===== src/rtl/m706_rx_if.sv =====
// m706_rx_if: serial line, baud clock, IOT clear and character status bundle for the console receiver.
interface m706_rx_if #(parameter int DATA_BITS = 8);
  logic                 baud_clk;
  logic                 ser_in;
  logic                 clr_flag;
  logic [DATA_BITS-1:0] data;
  logic                 flag;
  logic                 framing_err;
  logic                 overrun;
  logic                 active;
  modport master (output baud_clk, ser_in, clr_flag, input data, flag, framing_err, overrun, active);
  modport slave  (input baud_clk, ser_in, clr_flag, output data, flag, framing_err, overrun, active);
endinterface


===== src/rtl/m706_rx.sv =====
// m706_rx: oversampling serial teletype receiver with ready flag, framing and overrun status.
module m706_rx #(
  parameter int DATA_BITS  = 8,
  parameter int OVERSAMPLE = 8
) (
  input logic        clk,
  input logic        rst_n,
  m706_rx_if.slave   bus
);
  localparam int TW = $clog2(OVERSAMPLE);
  localparam int BW = $clog2(DATA_BITS + 1);
  localparam logic [TW-1:0] T_MID  = TW'(OVERSAMPLE / 2 - 1);
  localparam logic [TW-1:0] T_END  = TW'(OVERSAMPLE - 1);
  localparam logic [BW-1:0] B_LAST = BW'(DATA_BITS - 1);
  typedef enum logic [1:0] {IDLE, START, DATA, STOP} state_t;
  state_t               state, state_n;
  logic [2:0]           bsync;
  logic [1:0]           rsync;
  logic [TW-1:0]        tcnt, tcnt_n;
  logic [BW-1:0]        bcnt, bcnt_n;
  logic [DATA_BITS-1:0] shreg, shreg_n, data_q;
  logic                 flag_q, ferr_q, ovr_q;
  logic                 tick, rx, load;
  // bsync[2] is the previous synchronized level, used only for rising-edge detection
  assign tick            = bsync[1] & ~bsync[2];
  assign rx              = rsync[1];
  assign bus.data        = data_q;
  assign bus.flag        = flag_q;
  assign bus.framing_err = ferr_q;
  assign bus.overrun     = ovr_q;
  assign bus.active      = state != IDLE;
  always_comb begin
    state_n = state;
    tcnt_n  = tcnt;
    bcnt_n  = bcnt;
    shreg_n = shreg;
    load    = 1'b0;
    if (tick) begin
      case (state)
        IDLE: begin
          state_n = rx ? IDLE : START;
          tcnt_n  = '0;
        end
        START: begin
          tcnt_n = (tcnt == T_MID) ? '0 : tcnt + 1'b1;
          bcnt_n = '0;
          if (tcnt == T_MID) state_n = rx ? IDLE : DATA;
        end
        DATA: begin
          tcnt_n = (tcnt == T_END) ? '0 : tcnt + 1'b1;
          if (tcnt == T_END) begin
            shreg_n = {rx, shreg[DATA_BITS-1:1]};
            bcnt_n  = bcnt + 1'b1;
            state_n = (bcnt == B_LAST) ? STOP : DATA;
          end
        end
        STOP: begin
          tcnt_n  = (tcnt == T_END) ? '0 : tcnt + 1'b1;
          load    = tcnt == T_END;
          state_n = (tcnt == T_END) ? IDLE : STOP;
        end
        default: state_n = IDLE;
      endcase
    end
  end
  always_ff @(posedge clk or negedge rst_n) begin
    if (!rst_n) begin
      bsync  <= '1;
      rsync  <= '1;
      state  <= IDLE;
      tcnt   <= '0;
      bcnt   <= '0;
      shreg  <= '0;
      data_q <= '0;
      flag_q <= 1'b0;
      ferr_q <= 1'b0;
      ovr_q  <= 1'b0;
    end else begin
      bsync <= {bsync[1:0], bus.baud_clk};
      rsync <= {rsync[0], bus.ser_in};
      state <= state_n;
      tcnt  <= tcnt_n;
      bcnt  <= bcnt_n;
      shreg <= shreg_n;
      // a load in the same cycle as clr_flag takes priority over the clear
      if (load) begin
        data_q <= shreg;
        ferr_q <= ~rx;
        ovr_q  <= flag_q;
        flag_q <= 1'b1;
      end else if (bus.clr_flag) begin
        flag_q <= 1'b0;
        ovr_q  <= 1'b0;
      end
    end
  end
endmodule


===== src/flat_wrapper.sv =====
// flat-port wrapper written by rule: the top's interface ports become plain ports
module m706_rx_flat 
#(
  parameter int DATA_BITS  = 8,
  parameter int OVERSAMPLE = 8
)
  (clk, rst_n, bus_baud_clk, bus_ser_in, bus_clr_flag, bus_data, bus_flag, bus_framing_err, bus_overrun, bus_active);
  m706_rx_if #(.DATA_BITS(DATA_BITS)) bus_i ();
  input logic clk;
  input logic rst_n;
  input wire logic [$bits(bus_i.baud_clk)-1:0] bus_baud_clk;
  input wire logic [$bits(bus_i.ser_in)-1:0] bus_ser_in;
  input wire logic [$bits(bus_i.clr_flag)-1:0] bus_clr_flag;
  output wire logic [$bits(bus_i.data)-1:0] bus_data;
  output wire logic [$bits(bus_i.flag)-1:0] bus_flag;
  output wire logic [$bits(bus_i.framing_err)-1:0] bus_framing_err;
  output wire logic [$bits(bus_i.overrun)-1:0] bus_overrun;
  output wire logic [$bits(bus_i.active)-1:0] bus_active;
  assign bus_i.baud_clk = bus_baud_clk;
  assign bus_i.ser_in = bus_ser_in;
  assign bus_i.clr_flag = bus_clr_flag;
  assign bus_data = bus_i.data;
  assign bus_flag = bus_i.flag;
  assign bus_framing_err = bus_i.framing_err;
  assign bus_overrun = bus_i.overrun;
  assign bus_active = bus_i.active;
  m706_rx #(.DATA_BITS(DATA_BITS), .OVERSAMPLE(OVERSAMPLE)) u_core (.clk(clk), .rst_n(rst_n), .bus(bus_i));
endmodule

===== config.mk =====
export PLATFORM = sky130hd
export DESIGN_NAME = m706_rx_flat
export DESIGN_NICKNAME = d
export VERILOG_FILES = /design/src/rtl/m706_rx_if.sv /design/src/rtl/m706_rx.sv /design/src/flat_wrapper.sv
export SDC_FILE = /design/constraint.sdc
export NUM_CORES = 1
export LEC_CHECK = 0
export CAP_MARGIN = 20
export CORE_ASPECT_RATIO = 0.9
export CORE_MARGIN = 1.5
export CORE_UTILIZATION = 59
export DETAILED_ROUTE_END_ITERATION = 8
export PLACE_DENSITY = 0.8
export SETUP_SLACK_MARGIN = 0.5
export SLEW_MARGIN = 20
export SYNTH_ARGS = -nofsm -noshare
export SYNTH_HDL_FRONTEND = slang
export SYNTH_SLANG_ARGS = --single-unit

===== constraint.sdc =====
create_clock -name clk -period 4.4 [get_ports clk]
set_input_delay 0.66 -clock clk [delete_from_list [all_inputs] [get_ports clk]]
set_output_delay 0.66 -clock clk [all_outputs]
set_load 0.02 [all_outputs]

==> impl_metrics.json <==
{
  "final_layout_size_suffix_gt1_share_pct": 26.1,
  "ant_nets": 0,
  "synth_area_per_cell_um2": 12.8,
  "cts_repair_resize_count": 0,
  "final_period_demand_of_the_worst_path_ns": 2.43,
  "fp.dieW_um": 56.5,
  "drt_wl_total_mm": 2.62,
  "irDropWorstVdd_mv": 0.271,
  "cts.root.buffer_cell": "sky130_fd_sc_hd__clkbuf_4",
  "cp.required_ns": 3.74,
  "insertion_delay_ns": 0.32,
  "via_per_inst": 5.80,
  "setup-violations-final": 0,
  "start_kind": "flop",
  "wl_per_cell_um": 15.8,
  "post-synth-top-area-fraction_pct": 46.2,
  "max_freq_mhz": 411,
  "drt_initial_violations": 15,
  "power_per_cell_area_nw_per_um2": 369,
  "inserted_clock_buffers": 5,
  "synthesis.area_um2": 1520,
  "cts_tree": "yes",
  "grt_start_max_net_pins": 27,
  "placed_cells_incl_taps": 158,
  "worstMarginPinSlew_ns": 0.562,
  "layout_worst_path_cycle_share_pct": 55.3,
  "setup_skew_after_layout_ns": 0.0176,
  "drt_drc_violations_left": 0,
  "cts.hold.buffers_added": 0,
  "post_route_insts_no_fill": 166,
  "detailroute.via_count": 962,
  "rsz0062_at_grt": "false",
  "total_power_uw": 638,
  "dp.final_hpwl_mm": 1.87,
  "placementRows": 17,
  "synth_seq_cells": 33,
  "clockBufferDepth": 2,
  "antennaDiodeCount": 0,
  "first_global_vias": 971,
  "final_replace_weighted_congestion": 0.816,
  "htree_num_levels": 2,
  "ioPinCount": 17,
  "synth.largest_area_cell": "sky130_fd_sc_hd__dfrtp_1",
  "worst_ep_arrival_time_ns": 1.77,
  "final.setup.tns_ns": 0,
  "maxCapViolations": 0,
  "final_common_cell": "sky130_fd_sc_hd__dfrtp_1",
  "initial_antenna_violation_count": 0,
  "cts_post_setup_buffers_inserted": 0,
  "flow.area_growth_from_synthesis_pct": 13.9,
  "finalInstanceArea_um2": 1730,
  "finalNetCount": 148,
  "syn_inst": 119,
  "ys_seq_area_share_pct": 54.8,
  "postSynthNetCount": 130,
  "yosys_warnings": 0,
  "path_max_fanout": 17,
  "crit_type": "reg2out",
  "cts.sinks": 33,
  "type_of_the_tightest_min_delay_check": "in2async",
  "hold_viol": 0,
  "total_iterations_of_the_first_detailed_routing_run": 4,
  "worst_setup_path_end_kind": "primary output",
  "cts.clk_slew.worst_paths_ns": 0.11,
  "synth.area.top_cells": "sky130_fd_sc_hd__dfrtp_1 46%, sky130_fd_sc_hd__dfstp_2 8.7%, sky130_fd_sc_hd__mux2_4 7.9%, sky130_fd_sc_hd__mux2_2 7.4%, sky130_fd_sc_hd__ha_1 4.9%",
  "synthDistinctLibCells": 34,
  "grt_util_all_layers_pct": 21.4,
  "final-max-slew-violation-count": 0,
  "layout.cells.most_common_list": "28 x sky130_fd_sc_hd__dfrtp_1, 15 x sky130_fd_sc_hd__clkdlybuf4s50_1, 10 x sky130_fd_sc_hd__mux2_2, 9 x sky130_fd_sc_hd__inv_1, 8 x sky130_fd_sc_hd__mux2_4",
  "leakagePower_uw": 0.000820,
  "floorplan.initialDensity_pct": 62.0,
  "die_h_um": 51.1,
  "grt_first_pass_wirelength_mm": 4.52,
  "placed_cell_area_um2": 1680,
  "fp.dieArea_um2": 2890,
  "outcome": "complete, no violations",
  "core_area_um2": 2450,
  "global_route.overflow_total": 0,
  "max-slew-margin-rel_pct": 62.5,
  "io_buffer_count": 16
}
==> power by group <==
part | internal [uW] | total (uW) | switching, uW | leakage (uW)
clock network | 60.9 | 159 | 98.5 | 0.0000320
logic | 50.9 | 104 | 52.9 | 0.000349
registers | 327 | 374 | 47.6 | 0.000440
==> worst paths after layout <==
path,start,end,cells past startpoint,slack (ns)
worst min register to register,u_core.rsync[0],u_core.rsync[1],0,0.36
min in group clk,u_core.rsync[0],u_core.rsync[1],0,0.36
worst min-delay path,rst_n,u_core.bcnt[2],1,0.31
max in group asynchronous,rst_n,u_core.bus.data[5],2,3.55
worst max register to register,u_core.tcnt[0],u_core.bus.data[4],5,2.44
worst max-delay path,u_core.state[1],bus_active,3,1.97
==> cells in the mapped netlist, drive strengths merged <==
| cell type | instances |
|---|---|
| nand2 | 6 |
| nand4 | 1 |
| nor2b | 2 |
| a21oi | 6 |
| or2b | 1 |
| nand3 | 1 |
| inv | 9 |
| o22a | 2 |
| a2bb2oi | 1 |
| o21ai | 6 |
| and4b | 1 |
| buf | 4 |
| nor3b | 1 |
| ha | 6 |
| nand4b | 1 |
| dfrtp | 28 |
| nand3b | 3 |
| or4 | 1 |
| mux2 | 18 |
| or2 | 1 |
| a41oi | 1 |
| o22ai | 3 |
| o211ai | 1 |
| dfstp | 5 |
| nor3 | 1 |
| clkbuf | 2 |
| nor2 | 1 |
| nand2b | 3 |
| mux2i | 1 |
| a31oi | 2 |
==> state kept, by name (all words and copies together) (netlist names) <==
register                cells
u_core.bsync                3
u_core.bcnt                 4
u_core.bus.data             8
u_core.state                2
u_core.rsync                2
u_core.bus.overrun          1
u_core.bus.framing_err      1
u_core.tcnt                 3
u_core.shreg                8
u_core.bus.flag             1
==> area by class of cell <==
cell class | instances | area, um^2
tap | 28 | 35.0
timing repair buffer | 17 | 163
multi-input combinational | 71 | 613
sequential | 33 | 832
fill | 175 | 718
inverter | 9 | 33.8
clock inverter | 2 | 10.0
clock buffer | 6 | 41.3
==> worst max-delay path, stage by stage (launching register included) <==
cell and delay [ns]:
sky130_fd_sc_hd__dfrtp_1 0.66, sky130_fd_sc_hd__nor2_1 0.12, sky130_fd_sc_hd__inv_1 0.07, sky130_fd_sc_hd__clkdlybuf4s50_1 0.59
==> routing by layer <==
| metal | routed length [um] | part of all wire, % | vias up | global-route usage, % |
|---|---|---|---|---|
| li1 | - | - | 455 | - |
| met1 | 1180 | 45 | 478 | 27.0 |
| met2 | 1280 | 49 | 23 | 33.5 |
| met3 | 98 | 3.7 | 6 | 7.85 |
| met4 | 55 | 2.1 | 0 | 9.13 |
| met5 | 0 | 0 | - | 0 |
==> stage by stage <==
step | hold slack (ns) | util (%) | setup slack [ns]
2_1_floorplan | 0.345 | - | 2.70
3_3_place_gp | 0.347 | 68.7 | 2.36
3_5_place_dp | 0.347 | 68.7 | 2.31
4_1_cts | 0.361 | 70.8 | 1.96
5_1_grt | 0.340 | 70.6 | 1.84
6_report | 0.306 | 70.6 | 1.97
==> kinds of logic (layout without fill, tap and decap cells) <==
| logic type | after synthesis | after routing | synth area share [%] |
|---|---|---|---|
| AND/OR/NAND/NOR | 24 | 24 | 10.6 |
| multiplexers | 19 | 19 | 16.0 |
| buffers and inverters | 15 | 34 | 4.78 |
| flip-flops | 33 | 33 | 54.8 |
| adder cells (fa/ha/maj) | 6 | 6 | 4.95 |
| AO/OA/AOI/OAI | 22 | 22 | 8.82 |
No activity file was read; power rests on OpenSTA's default activity.
